$ cat src/rtl/ub_pkg.sv
// Shared types and constants for the unified-buffer access controller.
package ub_pkg;

   localparam int unsigned UB_DATA_W = 32;
   localparam int unsigned UB_ADDR_W = 13;
   localparam int unsigned UB_DEPTH  = 64;
   localparam int unsigned UB_BURST  = 4;

   typedef enum logic [2:0] {
      IDLE,
      WR_BURST,
      RD_ISSUE,
      RD_DRAIN,
      RESP
   } ub_ctrl_state_t;

   typedef enum logic {
      GNT_WR,
      GNT_RD
   } ub_gnt_t;

endpackage

$ cat src/rtl/ub_rr_arbiter.sv
// Two-requester round-robin arbiter; the pointer flips away from the side
// reported on the update strobe.
module ub_rr_arbiter
   import ub_pkg::*;
(
   input  logic clk,
   input  logic reset_n,
   input  logic req_wr,
   input  logic req_rd,
   input  logic upd,
   input  logic upd_rd,
   output logic gnt_valid,
   output logic gnt_rd
);

   // prio_q names the side that wins when both request.
   ub_gnt_t prio_q, prio_d;

   always_comb begin
      prio_d = prio_q;
      if (upd) begin
         prio_d = upd_rd ? GNT_WR : GNT_RD;
      end
   end

   always_ff @(posedge clk or negedge reset_n) begin
      if (!reset_n) begin
         prio_q <= GNT_WR;
      end else begin
         prio_q <= prio_d;
      end
   end

   assign gnt_valid = req_wr | req_rd;
   assign gnt_rd    = req_rd & (~req_wr | (prio_q == GNT_RD));

endmodule

$ cat src/rtl/ub_access_controller.sv
// Serialises 4-word store/load bursts onto the single-port unified buffer,
// with round-robin arbitration and a bounds check taken at grant.
module ub_access_controller
   import ub_pkg::*;
#(
   parameter int unsigned DATA_W = UB_DATA_W,
   parameter int unsigned ADDR_W = UB_ADDR_W,
   parameter int unsigned DEPTH  = UB_DEPTH
)
(
   input  logic              clk,
   input  logic              reset_n,
   input  logic              wr_req,
   input  logic [ADDR_W-1:0] wr_addr,
   input  logic [DATA_W-1:0] wr_data0,
   input  logic [DATA_W-1:0] wr_data1,
   input  logic [DATA_W-1:0] wr_data2,
   input  logic [DATA_W-1:0] wr_data3,
   output logic              wr_ack,
   input  logic              rd_req,
   input  logic [ADDR_W-1:0] rd_addr,
   output logic [DATA_W-1:0] rd_data0,
   output logic [DATA_W-1:0] rd_data1,
   output logic [DATA_W-1:0] rd_data2,
   output logic [DATA_W-1:0] rd_data3,
   output logic              rd_valid,
   output logic              ub_we,
   output logic [ADDR_W-1:0] ub_waddr,
   output logic [DATA_W-1:0] ub_wdata,
   output logic              ub_re,
   output logic [ADDR_W-1:0] ub_raddr,
   input  logic [DATA_W-1:0] ub_rdata,
   output logic              err_oob,
   output logic              busy
);

   ub_ctrl_state_t             state_q, state_d;
   ub_gnt_t                    side_q, side_d;
   logic [ADDR_W-1:0]          base_q, base_d;
   logic [1:0]                 beat_q, beat_d;
   logic                       oob_q, oob_d;
   logic [3:0][DATA_W-1:0]     words_q, words_d;
   logic [3:0][DATA_W-1:0]     rdbuf_q, rdbuf_d;

   logic                       gnt_valid, gnt_rd;
   logic [ADDR_W-1:0]          req_base;
   logic [ADDR_W:0]            req_last;
   logic                       req_oob;

   ub_rr_arbiter u_arb (
      .clk       (clk),
      .reset_n   (reset_n),
      .req_wr    (wr_req),
      .req_rd    (rd_req),
      .upd       (state_q == RESP),
      .upd_rd    (side_q == GNT_RD),
      .gnt_valid (gnt_valid),
      .gnt_rd    (gnt_rd)
   );

   // One extra bit so base + 3 cannot wrap past the top of the address space.
   always_comb begin
      req_base = gnt_rd ? rd_addr : wr_addr;
      req_last = {1'b0, req_base} + (ADDR_W+1)'(UB_BURST - 1);
      req_oob  = req_last > (ADDR_W+1)'(DEPTH - 1);
   end

   always_comb begin
      state_d = state_q;
      side_d  = side_q;
      base_d  = base_q;
      beat_d  = beat_q;
      oob_d   = oob_q;
      words_d = words_q;
      rdbuf_d = rdbuf_q;
      unique case (state_q)
         IDLE: begin
            if (gnt_valid) begin
               side_d  = gnt_rd ? GNT_RD : GNT_WR;
               base_d  = req_base;
               beat_d  = '0;
               oob_d   = req_oob;
               words_d = {wr_data3, wr_data2, wr_data1, wr_data0};
               if (req_oob)     state_d = RESP;
               else if (gnt_rd) state_d = RD_ISSUE;
               else             state_d = WR_BURST;
            end
         end
         WR_BURST: begin
            beat_d = beat_q + 2'd1;
            if (beat_q == 2'd3) state_d = RESP;
         end
         RD_ISSUE: begin
            // Read data trails the strobe by one cycle, so beat k lands word k-1.
            if (beat_q != 2'd0) rdbuf_d[beat_q - 2'd1] = ub_rdata;
            beat_d = beat_q + 2'd1;
            if (beat_q == 2'd3) state_d = RD_DRAIN;
         end
         RD_DRAIN: begin
            rdbuf_d[3] = ub_rdata;
            state_d    = RESP;
         end
         RESP: begin
            state_d = IDLE;
         end
         default: state_d = IDLE;
      endcase
   end

   always_ff @(posedge clk or negedge reset_n) begin
      if (!reset_n) begin
         state_q <= IDLE;
         side_q  <= GNT_WR;
         base_q  <= '0;
         beat_q  <= '0;
         oob_q   <= 1'b0;
         words_q <= '0;
         rdbuf_q <= '0;
      end else begin
         state_q <= state_d;
         side_q  <= side_d;
         base_q  <= base_d;
         beat_q  <= beat_d;
         oob_q   <= oob_d;
         words_q <= words_d;
         rdbuf_q <= rdbuf_d;
      end
   end

   always_comb begin
      ub_we    = (state_q == WR_BURST);
      ub_re    = (state_q == RD_ISSUE);
      ub_waddr = ub_we ? base_q + ADDR_W'(beat_q) : '0;
      ub_wdata = ub_we ? words_q[beat_q] : '0;
      ub_raddr = ub_re ? base_q + ADDR_W'(beat_q) : '0;
      wr_ack   = (state_q == RESP) && (side_q == GNT_WR);
      rd_valid = (state_q == RESP) && (side_q == GNT_RD);
      err_oob  = (state_q == RESP) && oob_q;
      busy     = (state_q != IDLE);
      rd_data0 = rdbuf_q[0];
      rd_data1 = rdbuf_q[1];
      rd_data2 = rdbuf_q[2];
      rd_data3 = rdbuf_q[3];
   end

endmodule
$ cat config.mk
export PLATFORM = sky130hd
export DESIGN_NAME = ub_access_controller
export DESIGN_NICKNAME = d
export VERILOG_FILES = /design/src/rtl/ub_pkg.sv /design/src/rtl/ub_rr_arbiter.sv /design/src/rtl/ub_access_controller.sv
export SDC_FILE = /design/constraint.sdc
export NUM_CORES = 1
export LEC_CHECK = 0
export BUFFER_PORTS_ARGS = -buffer_cell sky130_fd_sc_hd__clkbuf_2
export CAP_MARGIN = 5
export CORE_MARGIN = 4
export CORE_UTILIZATION = 45
export CTS_CLUSTER_SIZE = 14
export DETAILED_ROUTE_END_ITERATION = 8
export PLACE_DENSITY_LB_ADDON = 0.25
export SYNTH_ARGS = -nofsm -noshare
export SYNTH_HDL_FRONTEND = slang
export SYNTH_SLANG_ARGS = --single-unit
$ cat constraint.sdc
create_clock -name clk -period 3.7 [get_ports clk]
set_clock_uncertainty 0.1 [all_clocks]
set_input_delay 0.185 -clock clk [delete_from_list [all_inputs] [get_ports clk]]
set_output_delay 0.185 -clock clk [all_outputs]
set_load 0.01 [all_outputs]
# After elaboration in Yosys (flattened, before gate mapping)
# Cells that the tools add are included.
# Widths: inputs -> output; s select.
# word_totals
register_bits	277
in_bits	190
output_inout_bits	192
wordCells	72
# classes
n_addsub	4
magnitude_cmp	4
n_eq_ne	9
n_mux	21
bitwise	5
n_reduce_logical	15
# ops
cell	count
$bwmux 128	1
$mux 128	1
$mux 32	3
$bmux 32 s2	1
$demux 32 s2	1
$pmux 32 s2	1
$mux 13	3
$add 13x2->14 const B	1
$gt 14x6->1 const B	1
$add 13x2->13	1
$mux 3	4
$pmux 3 s4	1
$reduce_and 2->1	4
$eq 3x2->1 const B	2
$lt 2x3->1 const B	2
$ne 2x1->1 const B	3
$reduce_bool 2->1	3
$logic_and 1x1->1	4
$mux 2	2
$pmux 2 s2	1
$eq 3x1->1 const B	1
$eq 3x3->1 const B	1
$logic_not 3->1	1
$reduce_and 3->1	1
other kinds (11)	14

# Logic depth before layout (Yosys ltp)
# Gate-level depths: netlist (run 1).
# depth
ltp_word	9
mapped_depth	8
depth_no_buf	6

# Cells and area by module
# A second synthesis (run 1) with hierarchy kept.
# hier_totals
hier_cells	811
hier_area_um2	12263.0
# by_module_without_submodules
module	n_inst	cells_per_inst	area_per_inst_um2	seq_area_each_um2
ub_access_controller	1	806	12210.5	6906.6
ub_rr_arbiter	1	5	52.6	25.0

# Worst setup path after synthesis (run 1)
# OpenSTA, ideal clock, no wires.
# synth_timing
path_type	flip-flop to flip-flop
startpoint	register beat_q[0]
endpoint	register rdbuf_q, in the netlist rd_data2[10]
arrival_ns	2.066
path_slack_ns	1.409
stages_incl_launch_ff	9
path_buffers	3
path_cell_list	dfrtp_1 -> clkbuf_1 -> buf_2 -> inv_1 -> ha_1 -> nor2_8 -> nand2_4 -> buf_6 -> mux2_4
# synth_between
elab_chain_cells	6
word_cells_on_any_way	9
cone_classes	add/sub (1); order compare (2); mux (3); reduce/logical (3)
# synth_rtl
element	line	source
from (decl)	ub_access_controller.sv:40	logic [1:0] beat_q, beat_d;
from (signal assigned)	ub_access_controller.sv:123	beat_q <= beat_d;
$sub 2x1->2	ub_access_controller.sv:95	if (beat_q != 2'd0) rdbuf_d[beat_q - 2'd1] = ub_rdata;
$lt 2x3->1 (not written as such) / $ge 2x1->1 (equally long branches)	ub_access_controller.sv:95	
$logic_and 1x1->1 (not written as such)	ub_access_controller.sv:95	
$mux 32 (not written as such)	ub_access_controller.sv:95	
$demux 32 s2	ub_access_controller.sv:95	
$bwmux 128	ub_access_controller.sv:95	
to (signal assigned)	ub_access_controller.sv:126	rdbuf_q <= rdbuf_d;
to (decl)	ub_access_controller.sv:43	logic [3:0][DATA_W-1:0] rdbuf_q, rdbuf_d;
# Several ways; a longest one is shown, not always the timed one.
# A chain may end at the register's enable or synchronous reset.

# Worst setup path after layout (run 1)
# layout_timing
startpoint	register beat_q[0]
endpoint	output port ub_waddr[12]
# layout_between
elab_chain_cells	2
# layout_rtl
element	line	source
$add 13x2->13	ub_access_controller.sv:133	ub_waddr = ub_we ? base_q + ADDR_W'(beat_q) : '0;
$mux 13	ub_access_controller.sv:133	
to (decl)	ub_access_controller.sv:28	output logic [ADDR_W-1:0] ub_waddr,
# Every way passes these cells.

==> flow_summary_export.csv, run 1 <==
group,metric,value,unit
hold_path,min_path_type,"primary input to flop",
clock_tree,clock_latency,550,ps
routing,avgRoutedWirePerCell,18.5,um
die,boundaryPins,382,
status,status,"completed",
placed_design,dp_slack,1150,ps
finish,area_growth_syn_to_layout,40.9,%
power,p_clk_frac,0.369,
timing,setup-tns-final,0,ps
routing,num_vias,10300,
global_route,grt_max_degree,125,
die,dieArea,30100,um^2
power,p_sw,2.20,mW
die,fp.dieW,173,um
clock_tree,numCtsBuffers,30,
timing,period_share,0.767,
worst_setup_path,crit_path_end_kind,"output pin",
synth,ys_types,43,
clock_tree,root_buffer,"clkbuf_16",
routing,drc,0,
power,swShare,0.269,
finish,postLayoutCellArea,17400,um^2
power,power_density,472,nW/um^2
placed_design,gp_routability_congestion,0.842,
synth,synth_area_leaders,"dfrtp_1 (56%), nand2_1 (12%), mux2_2 (7.0%)",
placed_design,dp_hpwl,23.2,mm
global_route,grt_pass1_vias,11100,
synth,synth_edf_count,0,
die,fp.coreArea,27000,um^2
timing,finalSetupViolations,0,
synth,syn_avg_cell_area,11.4,um^2
clock_tree,cts-resized-gates,0,
worst_setup_path,crit_fanout,4,
global_route,grt_pass1_wl,59.2,mm
global_route,antenna_found_initial,0,
finish,layout_common_cells,"nand2_1 (407), clkbuf_2 (380), dfrtp_1 (275), dlygate4sd3_1 (188), mux2_2 (77)",
power,leakage,9.09,nW
synth,yosysTopAreaCellShare,0.562,
clock_tree,htree_num_levels,1,
timing,clock.fmax,0.353,GHz
timing,maxSlewHeadroom,0.375,
synth,synth-main-ff-cell,"dfrtp_1",
clock_tree,clockBufferDepth,3,
die,std_cell_rows,60,
placed_design,place_area,14500,um^2
finish,drive_gt1_frac,0.373,
power,combPwrFrac,0.175,
job,maxCapViolCount,0,
timing,finalCriticalPeriod,2840,ps
synth,synth-seq-area-share,0.562,
timing,setup_slack,863,ps
die,die-height,173,um
finish,nets,1835,
finish,layout_commonest_cell,"nand2_1",
synth,ys_ff_latch,277,
finish,insertedDiodeCount,0,
routing,finalWirelength,37.0,mm
power,p_int,6.00,mW
synth,syn_nets,1282,
timing,rsz0062_at_grt,"no",
timing,drv_slew,0,
timing,hold_viol_final,0,
global_route,grt_usage,0.241,
clock_tree,clk_pin_slew,60,ps
synth,synth_area,12300,um^2
timing,worst_pin_slew,938,ps
synth,synth_cells,1084,
die,initial_utilization,0.457,
power,seqPwrFrac,0.456,
worst_setup_path,cp_data_required_time,3410,ps
routing,ant_nets,0,
global_route,grt-ovfl-total,0,
power,ir_worst_vdd,0.000326,V
synth,async_reset_ff_frac,1.00,
clock_tree,cts_tree,"yes",
synth,yosysWarnings,0,
routing,routed_via_density,5.14,
worst_setup_path,arrival,2550,ps
routing,dr.pass1.iters,5,
synth,synth_top_cell_by_area,"dfrtp_1",
placed_design,portBuffers,381,
routing,drt_iter0_drc,507,
worst_setup_path,crit_type,"flop to output pin",
worst_setup_path,startpoint_type,"flop",
power,power.total,8.20,mW
clock_tree,clock_sink_count,277,
[layer usage]
metal,track usage,share of wire
met1,0.311,0.41
met2,0.406,0.48
met3,0.0423,0.066
met4,0.0991,0.047
met5,0,0
[logic make-up (layout without fill, tap and decap cells)]
logic type	count (synthesis)	after routing	share of synthesized area
AO/OA/AOI/OAI	31	31	0.0147
XOR/XNOR	11	11	0.00782
adder cells (fa/ha/maj)	8	8	0.00873
buffers and inverters	75	649	0.0328
flip-flops	277	277	0.562
multiplexers	174	174	0.203
AND/OR/NAND/NOR	508	508	0.171
[registers in the layout, indices dropped and copies added (netlist names)]
signal and count:
base_q 13, beat_q 2, oob_q 1, rd_data0 32, rd_data1 32, rd_data2 32
rd_data3 32, side_q 1, state_q 3, u_arb.prio_q 1, words_q 128
[stage by stage]
stage / util / instances / hold WS (ps)
final: 0.644 / 1999 / 65.3
after global routing: 0.644 / 1999 / 66.8
after CTS: 0.644 / 1999 / 23.9
after detailed placement: 0.537 / 1758 / 251
after global placement: 0.537 / 1758 / 254
after floorplan: - / 1084 / -211
[final timing paths]
kind	startpoint	to	slack, ps	cells past startpoint
min reg2reg	words_q[122]	words_q[122]	370	2
min in group asynchronous	reset_n	rd_data2[24]	220	2
max in group asynchronous	reset_n	words_q[54]	2240	3
max reg2reg	state_q[0]	words_q[91]	1120	6
max	beat_q[0]	ub_waddr[12]	860	7
min	wr_req	side_q	70	4
[power by group through the flow]
stage	Clock (mW)	Sequential, mW	Combinational (mW)
floorplan	0	3.73	0.767
global placement	0	3.76	1.22
detailed placement	0	3.78	1.25
CTS	3.09	3.72	1.42
global route	3.22	3.79	1.60
finish	3.03	3.74	1.44
[final cells by class]
cell class	count	area [um^2]
Fill cell	2044	9590
Sequential cell	277	6930
Multi-Input combinational cell	732	5000
Timing Repair Buffer	587	3960
Clock buffer	43	871
Tap cell	341	427
Clock inverter	10	135
Inverter	9	33.8
[timing repair]
action / in CTS / in global routing
hold endpoints to repair: 388 / 0
setup buffers: 0 / 0
hold buffers: 188 / 0
[synth_stat cells (4+ instances only)]
cell type and number:
ha_1 7, inv_1 9, o21ai_0 17, nand2_1 407, buf_2 35, xnor2_1 10
mux2_4 52, nor3_1 4, dfrtp_1 277, nor2_1 36, mux2i_1 13, and3_1 36
mux2_2 77, mux4_2 32, clkbuf_1 20, buf_6 10, a21oi_1 5
[critical path, stage by stage (launching register included)]
cell and delay (ps):
dfrtp_2 370, ha_1 180, fa_1 240, nand2_1 130, nor2_1 160, or4b_2 620, a21oi_1 160, clkbuf_2 160
No activity file was read; power rests on OpenSTA's default activity.
==> run 2: changes to the inputs <==
Clock period 3.7 ns to 2.4 ns, I/O delays scaled along.
==> flow_summary_export.csv, run 2 (synthesized netlist as in run 1, its figures left out) <==
group,metric,value,unit
die,boundaryPins,382,
die,fp.coreArea,27000,um^2
clock_tree,numCtsBuffers,30,
routing,met2WireLength,18.7,mm
routing,routed.top_layer,"met4",
die,initial_utilization,0.457,
routing,num_vias,10400,
placed_design,dp_hpwl,23.8,mm
finish,drive_gt1_frac,0.390,
hold_path,min_path_type,"primary input to asynchronous set/reset pin",
worst_setup_path,crit_type,"flop to output pin",
worst_setup_path,arrival,2300,ps
power,p_int,9.36,mW
placed_design,gp_routability_congestion,0.833,
worst_setup_path,reg2reg_to,"rd_data2[2]",
clock_tree,clock_latency,540,ps
routing,wirelength_met1,15.2,mm
worst_setup_path,slowest_delay,490,ps
worst_setup_path,ff2ff_setup_slack,150,ps
timing,rsz0062_at_grt,"yes",
timing,drv_slew,0,
worst_setup_path,cp_data_required_time,2180,ps
routing,wl_met3,2.56,mm
power,p_sw,3.49,mW
timing,setup-tns-final,-644,ps
worst_setup_path,startpoint_type,"flop",
timing,finalSetupViolations,13,
die,dieArea,30100,um^2
clock_tree,clock_sink_count,277,
global_route,grt_pass1_wl,60.4,mm
finish,layout_common_cells,"nand2_1 (405), clkbuf_2 (374), dfrtp_1 (275), dlygate4sd3_1 (192), mux2_2 (77)",
routing,avgRoutedWirePerCell,18.7,um
timing,clock.fmax,0.397,GHz
worst_setup_path,worstPathCellList,"ha_4 -> fa_2 -> nand2_4 -> nor2_4 -> or4b_4 -> a21oi_2 -> buf_2",
power,power_density,719,nW/um^2
timing,maxSlewHeadroom,0.615,
clock_tree,clk_pin_slew,60,ps
placed_design,place_area,14700,um^2
timing,period_share,1.05,
clock_tree,htree_num_levels,1,
status,violations,"setup timing",
worst_setup_path,rr_startpoint,"beat_q[0]",
global_route,grt-ovfl-total,0,
routing,finalWirelength,37.9,mm
routing,ant_nets,0,
worst_setup_path,rr_worst_depth,8,
die,die-height,173,um
timing,finalCriticalPeriod,2520,ps
finish,area_growth_syn_to_layout,45.0,%
finish,fin_util,0.663,
finish,largest_reg_flops,128,
clock_tree,clockBufferDepth,3,
finish,top_register,"words_q",
routing,routed_via_density,5.16,
die,fp.dieW,173,um
routing,drt_iter0_drc,581,
routing,dr.pass1.iters,6,
routing,drc,0,
finish,postLayoutCellArea,17900,um^2
global_route,grt_max_degree,69,
power,p_clk_frac,0.367,
timing,hold_viol_final,0,
power,ir_worst_vdd,0.000468,V
die,std_cell_rows,60,
clock_tree,cts_tree,"yes",
worst_setup_path,slowest_stage,"or4b_4",
clock_tree,root_buffer,"clkbuf_16",
finish,nets,1858,
global_route,grt_pass1_vias,11200,
global_route,grt_usage,0.246,
power,swShare,0.272,
global_route,antenna_found_initial,1,
status,status,"finished, violations left",
worst_setup_path,crit_fanout,3,
power,seqPwrFrac,0.451,
power,combPwrFrac,0.183,
finish,layout_commonest_cell,"nand2_1",
placed_design,portBuffers,381,
power,leakage,9.30,nW
job,maxCapViolCount,0,
timing,worst_pin_slew,577,ps
worst_setup_path,crit_path_end_kind,"output pin",
timing,setup_slack,-119,ps
==> run 2: power by group through the flow <==
stage / registers (mW) / logic, mW / clock network, mW
after floorplan: 5.75 / 1.18 / 0
after global placement: 5.80 / 1.95 / 0
after detailed placement: 5.83 / 1.99 / 0
after CTS: 5.75 / 2.30 / 4.80
after global routing: 5.86 / 2.58 / 4.99
final: 5.79 / 2.35 / 4.71
==> run 2: worst max-delay path by stage <==
stage | startpoint | end | slack (ps) | depth (start not counted)
after floorplan | beat_q[0] | rd_data2[10] | 110 | 8
after global placement | beat_q[0] | rd_data1[22] | 140 | 6
after detailed placement | beat_q[0] | rd_data1[28] | 110 | 6
after CTS | base_q[0] | ub_waddr[12] | -120 | 7
after global routing | base_q[0] | ub_waddr[12] | -190 | 7
final | base_q[0] | ub_waddr[12] | -120 | 7
==> run 2: critical path, delay by kind of cell, from the launching register on <==
family	cells	cell delay [ps]
AOI/OAI and AO/OA	1	160
adders and majority gates	2	400
buffers and inverters	1	160
DFF	1	390
and+or+nand+nor	3	640
==> run 2: metrics by stage <==
| step | hold slack [ps] | setup slack (ps) | std cells | total power, mW |
|---|---|---|---|---|
| 2_1_floorplan | -276 | 109 | 1084 | 6.94 |
| 3_3_place_gp | 30.8 | 138 | 1768 | 7.75 |
| 3_5_place_dp | 30.4 | 112 | 1768 | 7.82 |
| 4_1_cts | 9.89 | -118 | 2021 | 12.9 |
| 5_1_grt | 46.7 | -192 | 2026 | 13.4 |
| 6_report | 34.7 | -119 | 2026 | 12.8 |
==> run 2: routing by layer <==
layer | up-vias | track usage
met5 | - | 0
met4 | 0 | 0.0911
met3 | 96 | 0.0502
met2 | 467 | 0.424
met1 | 5125 | 0.308
li1 | 4761 | -
==> run 2: area by class of cell <==
class	count	area, um^2
Clock buffer	43	840
Sequential cell	277	6930
Inverter	9	33.8
Timing Repair Buffer	610	4320
Clock inverter	13	179
Tap cell	341	427
Multi-Input combinational cell	732	5130
Fill cell	2013	9080
Antenna cell	1	2.50
==> run 2: timing repair <==
item / 4_1_cts / 5_1_grt
endpoints found under the hold margin: 550 / 0
setup endpoints to repair: 53 / 76
hold buffers: 192 / 0
gates resized for setup: 13 / 24
buffers inserted: 4 / 5
gates cloned: 1 / 0
pin swaps: 5 / 8
==> run 3: changes to the inputs <==
Settings changed: TNS_END_PERCENT set to 20.
==> flow_summary_export.csv, run 3 (synthesized netlist as in run 1, its figures left out) <==
group,metric,value,unit
global_route,grt_pass1_wl,60.3,mm
routing,wl_met3,2.51,mm
finish,layout_commonest_cell,"nand2_1",
placed_design,portBuffers,381,
finish,nets,1857,
timing,worst_pin_slew,572,ps
power,leakage,9.28,nW
routing,dr.pass1.iters,5,
finish,layoutNonFillerInstCount,2025,
worst_setup_path,crit_fanout,4,
power,p_int,9.35,mW
worst_setup_path,crit_type,"flop to output pin",
global_route,grt_pass1_vias,11200,
global_route,grt-ovfl-total,0,
finish,largest_reg_flops,128,
clock_tree,clk_pin_slew,60,ps
placed_design,dp.cells,1768,
finish,top_register,"words_q",
worst_setup_path,arrival,2310,ps
global_route,grt_max_degree,69,
status,violations,"setup timing",
clock_tree,htree_num_levels,1,
power,ir_worst_vdd,0.000468,V
die,die-height,173,um
worst_setup_path,crit_path_end_kind,"output pin",
power,p_sw,3.49,mW
routing,drt_iter0_drc,585,
timing,maxSlewHeadroom,0.618,
power,combPwrFrac,0.182,
routing,wirelength_met1,15.3,mm
timing,clock.fmax,0.396,GHz
timing,finalCriticalPeriod,2530,ps
die,std_cell_rows,60,
timing,finalSetupViolations,40,
routing,routed.top_layer,"met4",
finish,ff_latch_area,6930,um^2
timing,period_share,1.05,
status,status,"finished, violations left",
global_route,antenna_found_initial,1,
clock_tree,clock_sink_count,277,
finish,fillerInstances,2017,
timing,setup_slack,-125,ps
power,seqPwrFrac,0.451,
job,maxCapViolCount,0,
timing,rsz0062_at_grt,"yes",
global_route,grt_usage,0.246,
finish,multi_input_area,5100,um^2
power,swShare,0.272,
routing,met2WireLength,18.7,mm
routing,drc,0,
routing,routed_via_density,5.14,
die,boundaryPins,382,
clock_tree,root_buffer,"clkbuf_16",
timing,hold_viol_final,0,
worst_setup_path,startpoint_type,"flop",
die,fp.dieW,173,um
worst_setup_path,cp_data_required_time,2180,ps
routing,avgRoutedWirePerCell,18.7,um
die,dieArea,30100,um^2
timing,drv_slew,0,
routing,finalWirelength,37.9,mm
power,power_density,721,nW/um^2
power,p_clk_frac,0.367,
placed_design,dp_hpwl,23.8,mm
clock_tree,numCtsBuffers,30,
die,initial_utilization,0.457,
finish,area_growth_syn_to_layout,44.6,%
hold_path,min_path_type,"primary input to asynchronous set/reset pin",
clock_tree,clockBufferDepth,3,
finish,fin_util,0.661,
placed_design,dp_slack,112,ps
routing,ant_nets,0,
placed_design,gp_routability_congestion,0.833,
finish,layout_common_cells,"nand2_1 (405), clkbuf_2 (376), dfrtp_1 (275), dlygate4sd3_1 (192), mux2_2 (77)",
routing,num_vias,10400,
clock_tree,cts_tree,"yes",
clock_tree,clock_latency,540,ps
finish,drive_gt1_frac,0.387,
die,fp.coreArea,27000,um^2
[run 3: final timing paths]
check,from,to,slack [ps],cells past startpoint
min in group clk,wr_addr[0],state_q[0],40,4
max in group asynchronous,reset_n,words_q[123],1400,3
setup reg to reg,beat_q[0],rd_data2[2],100,8
hold / removal,reset_n,rd_data3[28],40,2
hold reg to reg,words_q[56],words_q[56],370,2
setup / recovery,base_q[0],ub_waddr[12],-130,7
[run 3: cell type report]
type / instances / area share
Antenna cell: 1 / 0.000140
Clock buffer: 43 / 0.0471
Clock inverter: 13 / 0.0100
Inverter: 9 / 0.00190
Multi-Input combinational cell: 732 / 0.286
Sequential cell: 277 / 0.389
Tap cell: 341 / 0.0239
Timing Repair Buffer: 609 / 0.241
[run 3: routing by layer]
| layer | track usage | up-vias |
|---|---|---|
| met5 | 0 | - |
| met4 | 0.0911 | 0 |
| met3 | 0.0502 | 94 |
| met2 | 0.424 | 474 |
| met1 | 0.308 | 5094 |
| li1 | - | 4751 |
[run 3: repair_timing]
action	4_1_cts	5_1_grt
hold buffers	192	0
cloned	1	0
endpoints found under the setup margin	53	83
setup buffers	3	4
resized for setup	13	14
hold endpoints to repair	550	0
pin swaps	5	4
[run 3: power by group through the flow]
stage	Combinational [mW]	Clock, mW	Sequential, mW
finish	2.34	4.71	5.79
detailed placement	1.99	0	5.83
global placement	1.95	0	5.80
CTS	2.30	4.80	5.75
global route	2.58	4.99	5.86
floorplan	1.18	0	5.75
[run 3: stage by stage]
step	instance area, um^2	setup TNS, ps	power [mW]	hold WS, ps
after floorplan	12300	0	6.94	-276
after global placement	14700	0	7.75	30.8
after detailed placement	14700	0	7.82	30.4
after CTS	17700	-2390	12.9	9.89
after global routing	17800	-6240	13.4	46.7
final	17800	-1580	12.8	39.3
[run 3: worst max-delay path, cell delays in order, from the launching register on]
cell and delay, ps:
dfrtp_1 390, ha_4 160, fa_2 240, nand2_4 80
nor2_4 90, or4b_4 490, a21oi_2 160, buf_2 160
